`config.mk`:
```
export PLATFORM = sky130hd
export DESIGN_NAME = alu_op_sequencer
export DESIGN_NICKNAME = d
export VERILOG_FILES = /design/src/rtl/alu_op_sequencer.sv
export SDC_FILE = /design/constraint.sdc
export NUM_CORES = 2
export LEC_CHECK = 0
export CAP_MARGIN = 10
export CORE_MARGIN = 4
export CORE_UTILIZATION = 60
export CTS_CLUSTER_DIAMETER = 80
export DETAILED_ROUTE_END_ITERATION = 10
export HOLD_SLACK_MARGIN = 0.02
export PLACE_DENSITY = 0.88
export SYNTH_ARGS = -nofsm -noshare
export SYNTH_HDL_FRONTEND = slang
export SYNTH_SLANG_ARGS = --single-unit
export TNS_END_PERCENT = 20
```
`constraint.sdc`:
```
create_clock -name clk -period 45.2 [get_ports clk]
set_input_delay 6.78 -clock clk [delete_from_list [all_inputs] [get_ports clk]]
set_output_delay 6.78 -clock clk [all_outputs]
set_load 0.01 [all_outputs]
```
`src/rtl/alu_op_sequencer.sv`:
```
// alu_op_sequencer
//
// Initiator side of the ALU datapath. Accepts one operation request at a
// time, reads its operands from a small internal register file, drives the
// ALU's A/B/func inputs from registers, captures the combinational ALU
// result one cycle later and writes it back to the register file.
//
// Request handshake (valid/ready):
//   A request transfers on a rising clk edge where instr_valid and
//   instr_ready are both high. instr_ready depends only on the sequencer
//   state (never on instr_valid). While instr_ready is low the request is
//   ignored, and the source must hold instr_valid and all instr_* fields
//   stable until the transfer edge.
//
// Operation timeline (one op every three cycles):
//   IDLE  - instr_ready=1; on accept the operands/func are registered.
//   EXEC  - alu_a/alu_b/alu_func held stable for a full cycle; at the end
//           of this cycle the ALU result is written back.
//   WB    - res_valid is high for exactly this cycle.
//   A dependent op accepted in the following IDLE cycle reads the freshly
//   written value, so no forwarding path exists.
//
// Optional feature (compile-time macro ALU_SEQ_R0_ZERO_EN):
//   Defined   - register 0 reads as zero (operands and dbg port) and writes
//               with rd=0 are dropped; res_valid/res_data/res_rd still
//               report the ALU result with res_rd=0.
//   Undefined - register 0 is an ordinary register.

module alu_op_sequencer #(
    parameter int N    = 32,
    parameter int REGS = 16
) (
    input  logic         clk,
    input  logic         rst,

    // Operation request
    input  logic         instr_valid,
    output logic         instr_ready,
    input  logic [3:0]   instr_func,
    input  logic [3:0]   instr_rd,
    input  logic [3:0]   instr_rs,
    input  logic [3:0]   instr_rt,
    input  logic         instr_use_imm,
    input  logic [N-1:0] instr_imm,

    // ALU interface
    output logic [N-1:0] alu_a,
    output logic [N-1:0] alu_b,
    output logic [3:0]   alu_func,
    input  logic [N-1:0] alu_res,

    // Writeback report
    output logic         res_valid,
    output logic [N-1:0] res_data,
    output logic [3:0]   res_rd,

    // Register file debug read
    input  logic [3:0]   dbg_addr,
    output logic [N-1:0] dbg_data
);

    // ------------------------------------------------------------------
    // State encoding
    // ------------------------------------------------------------------
    typedef enum logic [1:0] {
        IDLE = 2'd0,
        EXEC = 2'd1,
        WB   = 2'd2
    } state_t;

    state_t       state;
    state_t       state_next;

    // ------------------------------------------------------------------
    // Storage
    // ------------------------------------------------------------------
    logic [N-1:0] regfile [REGS];
    logic [3:0]   rd_q;          // destination of the op in flight

    // ------------------------------------------------------------------
    // Control decode
    // ------------------------------------------------------------------
    logic         accept;        // request transfers on this edge
    logic         wb_en;         // ALU result is captured on this edge
    logic         rf_we;         // register file actually written
    logic [N-1:0] op_a;          // operand A as read from the regfile
    logic [N-1:0] op_b;          // operand B (register or immediate)
    logic [N-1:0] rs_val;
    logic [N-1:0] rt_val;

    // Register file read port model. With the r0-zero option, address 0
    // always reads as zero regardless of what the storage holds.
    function automatic logic [N-1:0] rf_read(input logic [3:0] addr);
`ifdef ALU_SEQ_R0_ZERO_EN
        if (addr == 4'd0) begin
            return '0;
        end
`endif
        return regfile[addr];
    endfunction

    // Operand reads happen combinationally in IDLE so they see any write
    // committed at the end of the previous EXEC cycle.
    always_comb begin
        rs_val = rf_read(instr_rs);
        rt_val = rf_read(instr_rt);
        op_a   = rs_val;
        op_b   = instr_use_imm ? instr_imm : rt_val;
    end

    // Debug read port reflects a write from the edge on which it occurs.
    always_comb begin
        dbg_data = rf_read(dbg_addr);
    end

    // ------------------------------------------------------------------
    // FSM: state register
    // ------------------------------------------------------------------
    // Advance the sequencer state; reset returns to IDLE immediately.
    always_ff @(posedge clk or posedge rst) begin
        if (rst) begin
            state <= IDLE;
        end else begin
            state <= state_next;
        end
    end

    // ------------------------------------------------------------------
    // FSM: next-state and handshake decode
    // ------------------------------------------------------------------
    // Decode ready/accept and the next state from the current state.
    always_comb begin
        state_next  = state;
        instr_ready = 1'b0;
        accept      = 1'b0;
        wb_en       = 1'b0;
        case (state)
            IDLE: begin
                // Reset holds the state at IDLE; keep ready low while
                // reset is still asserted.
                instr_ready = ~rst;
                accept      = instr_valid & ~rst;
                if (accept) begin
                    state_next = EXEC;
                end
            end
            EXEC: begin
                wb_en      = 1'b1;
                state_next = WB;
            end
            WB: begin
                state_next = IDLE;
            end
            default: begin
                state_next = IDLE;
            end
        endcase
    end

    // Suppress the storage write for r0 when it is hardwired to zero.
    always_comb begin
`ifdef ALU_SEQ_R0_ZERO_EN
        rf_we = wb_en & (rd_q != 4'd0);
`else
        rf_we = wb_en;
`endif
    end

    // ------------------------------------------------------------------
    // ALU operand registers
    // ------------------------------------------------------------------
    // Load A/B/func and the destination on accept; hold them otherwise so
    // the ALU sees stable inputs through EXEC.
    always_ff @(posedge clk or posedge rst) begin
        if (rst) begin
            alu_a    <= '0;
            alu_b    <= '0;
            alu_func <= 4'd0;
            rd_q     <= 4'd0;
        end else if (accept) begin
            alu_a    <= op_a;
            alu_b    <= op_b;
            alu_func <= instr_func;
            rd_q     <= instr_rd;
        end
    end

    // ------------------------------------------------------------------
    // Writeback report
    // ------------------------------------------------------------------
    // Capture the ALU result at the end of EXEC and pulse res_valid for the
    // WB cycle; res_data/res_rd hold until the next writeback.
    always_ff @(posedge clk or posedge rst) begin
        if (rst) begin
            res_valid <= 1'b0;
            res_data  <= '0;
            res_rd    <= 4'd0;
        end else begin
            res_valid <= wb_en;
            if (wb_en) begin
                res_data <= alu_res;
                res_rd   <= rd_q;
            end
        end
    end

    // ------------------------------------------------------------------
    // Register file storage
    // ------------------------------------------------------------------
    // Clear every entry on reset; otherwise commit the ALU result to rd.
    always_ff @(posedge clk or posedge rst) begin
        if (rst) begin
            for (int i = 0; i < REGS; i++) begin
                regfile[i] <= '0;
            end
        end else if (rf_we) begin
            regfile[rd_q] <= alu_res;
        end
    end

endmodule

```
==> summary.txt <==
Final layout
  – Fillcell total: 3562
  – Share of cells above drive strength 1: 0.449
  – Multi-input combinational cell area: 18300 sq um
  – Seq. cell area: 15600 sq um
  – Synth-to-Final Area Change: 14.5%
  – Fin nets: 2531
  – Post-route design area: 39800 sq um
  – Util after Layout: 0.700

Setup path
  – Most frequent cell on the critical path: mux4_2
  – Startpoint types: input port
  – Crit Path Max Fanout: 77
  – Setup CP Type: in2out
  – CP peak stage delay: 0.93 ns
  – CP Cell Sequence: clkbuf_8 -> buf_4 -> mux4_2 -> mux4_2 -> clkdlybuf4s50_1
  – Critical path endpoint category: primary output
  – Worst EP required: 38.42 ns
  – Critical Path AT: 10.21 ns
  – Worst path slowest cell: buf_4

Global routing
  – Largest net degree at the start of global routing: 180
  – Global-route wire length before repair: 164 mm
  – Initial antenna violation count: 3
  – GRT overflow: 0
  – Vias in the first global route: 25871
  – Gr usage total: 0.347

Clocking
  – CTS Sinks: 623
  – Cts hold-fix bufs: 0
  – H-tree Lvls: 3
  – Postcts setup bufs: 0
  – Clk_lat worst skew: 0.62 ns
  – Reg clk slew, reported paths: 0.05 ns
  – CTS tree: yes
  – Post-CTS Resized: 0
  – Num CTS Buffers: 68
  – CTS Buffer Depth: 3
  – CTS Root Cell: clkbuf_16

Status
  – Status: finished clean

Synthesis
  – Post-synth top flop: dfrtp_1
  – Most frequent cell after synthesis: dfrtp_1
  – Mapped Area: 34800 sq um
  – Asr flop ratio synth: 1.00
  – Post-synth top cells: dfrtp_1, mux2_2, mux4_2
  – Warnings from Yosys: 0
  – Post-synth top area cell: dfrtp_1
  – Register area share after synthesis: 0.449
  – FF+latch count, synth: 623
  – Dominant cells by area after synthesis: dfrtp_1, mux4_2, mux2_2
  – Post-synth cell types: 31
  – EDFF count, synth: 0
  – Cells after Synth: 2335
  – Synth top area share: 0.449
  – Mean Syn Cell Area: 14.9 sq um
  – Syn_nets: 2423

Timing
  – Hold Worst Slack: 0.473 ns
  – Worst Max-Slew Pin Slew: 1.19 ns
  – Final worst setup slack: 28.21 ns
  – RSZ-0062 raised after global routing: false
  – Post-layout min period: 16.99 ns
  – Final hold vios: 0
  – Setup Skew: 0.0250 ns
  – FMAX: 58.9 MHz
  – Setup Viol. Count Final: 0
  – Worst rel slew slack: 0.204
  – Setup TNS: 0 ns
  – Period utilization: 0.376
  – Max Slew Vio Count: 0

Placement
  – Placed Area: 37400 sq um
  – Routability cong.: 0.884
  – DPL Wire Length: 60.1 mm
  – Port bufs: 225
  – Placement Setup Slack: 28.15 ns

Power and ir drop
  – Pwr dens: 55.2 nW/um^2
  – Worst vdd ir: 30.6 uV
  – Leakage Power: 16.6 nW

Die
  – # rows: 87
  – DIE HEIGHT: 249 microns
  – Initial Utilization: 0.612
  – Die Wd: 249 microns
  – DIE AREA: 61800 sq um
  – Top-level port count: 226
  – Core ar.: 56800 sq um

Detailed routing
  – Detailed Routing Iterations Pass 1: 5
  – DRT antenna net count: 0
  – DR vias: 24517
  – DR WL/cell: 33.1 microns
  – Via density: 7.54
  – DR DRC count: 0
  – Total Routed Length: 107 mm
  – Initial drt markers: 3522

Flow run
  – Maxcap violations: 0

Hold path
  – Hold crit path type: reg2reg
[metal layers]
layer	vias up	wire (microns)	GRT usage
li1	9352	-	-
met1	12642	37900	0.453
met2	2048	48600	0.515
met3	469	14900	0.136
met4	6	5970	0.166
met5	-	116	0.0108
[critical path, delay by kind of cell]
kind,cells,cell delay [ns]
buffers and inverters,3,2.16
multiplexers,2,1.18
[area by class of cell]
cell class	count	area share
sequential	623	0.392
timing repair buffer	273	0.0655
clock buffer	90	0.0489
inverter	4	0.000566
antenna	1	0.0000629
tap	756	0.0238
multi-input combinational	1473	0.459
clock inverter	30	0.0105
[kinds of logic (layout without fill, tap and decap cells)]
group | count (synthesis) | after routing | share of synthesized area
muxes | 1040 | 1040 | 0.455
DFF | 623 | 623 | 0.449
and+or+nand+nor | 259 | 259 | 0.0314
buffers and inverters | 239 | 397 | 0.0288
AOI/OAI and AO/OA | 174 | 174 | 0.0362
other | 0 | 1 | 0
[placed cells by master, fill, tap and decap left out, types with 4 or more instances in the layout]
cell and count:
buf_4 51, clkbuf_1 8, o221ai_1 25, mux2_1 5, a21oi_1 32, o211ai_1 14
nand2_2 9, nand2_1 173, and3_1 7, mux4_2 377, a22oi_1 103, nor2b_1 5
clkbuf_16 70, clkbuf_8 14, bufinv_16 9, clkinv_2 12, buf_2 4, inv_6 4
mux2_2 548, mux2i_1 110, nor2_1 28, dfrtp_1 623, nand3_1 17, clkdlybuf4s50_1 214
[where the power goes]
part / switching, mW / internal [mW] / total [mW]
clock: 0.236 / 0.356 / 0.592
sequential: 0.206 / 0.741 / 0.948
combinational: 0.228 / 0.429 / 0.657
[sequential cells by signal (all words and copies together), names as in the netlist]
register / cells
regfile: 512
rd_q: 4
alu_a: 32
state: 2
res_valid: 1
res_data: 32
alu_b: 32
alu_func: 4
res_rd: 4
[path summary, 6_finish.rpt]
path	from	to	slack [ns]	depth (start not counted)
setup / recovery	dbg_addr[0]	dbg_data[19]	28.21	5
hold / removal	alu_func[2]	alu_func[2]	0.47	2
setup reg to reg	state[0]	alu_b[27]	41.93	6
hold reg to reg	alu_func[2]	alu_func[2]	0.47	2
max in group asynchronous	rst	regfile[240]	34.83	5
min in group asynchronous	rst	res_data[2]	6.80	2
[per-stage QoR]
step,cells,power (mW)
floorplan,2335,1.34
global placement,3129,1.54
detailed placement,3129,1.58
CTS,3249,2.19
global route,3249,2.28
finish,3250,2.20
Power figures use the tool's default switching activity.
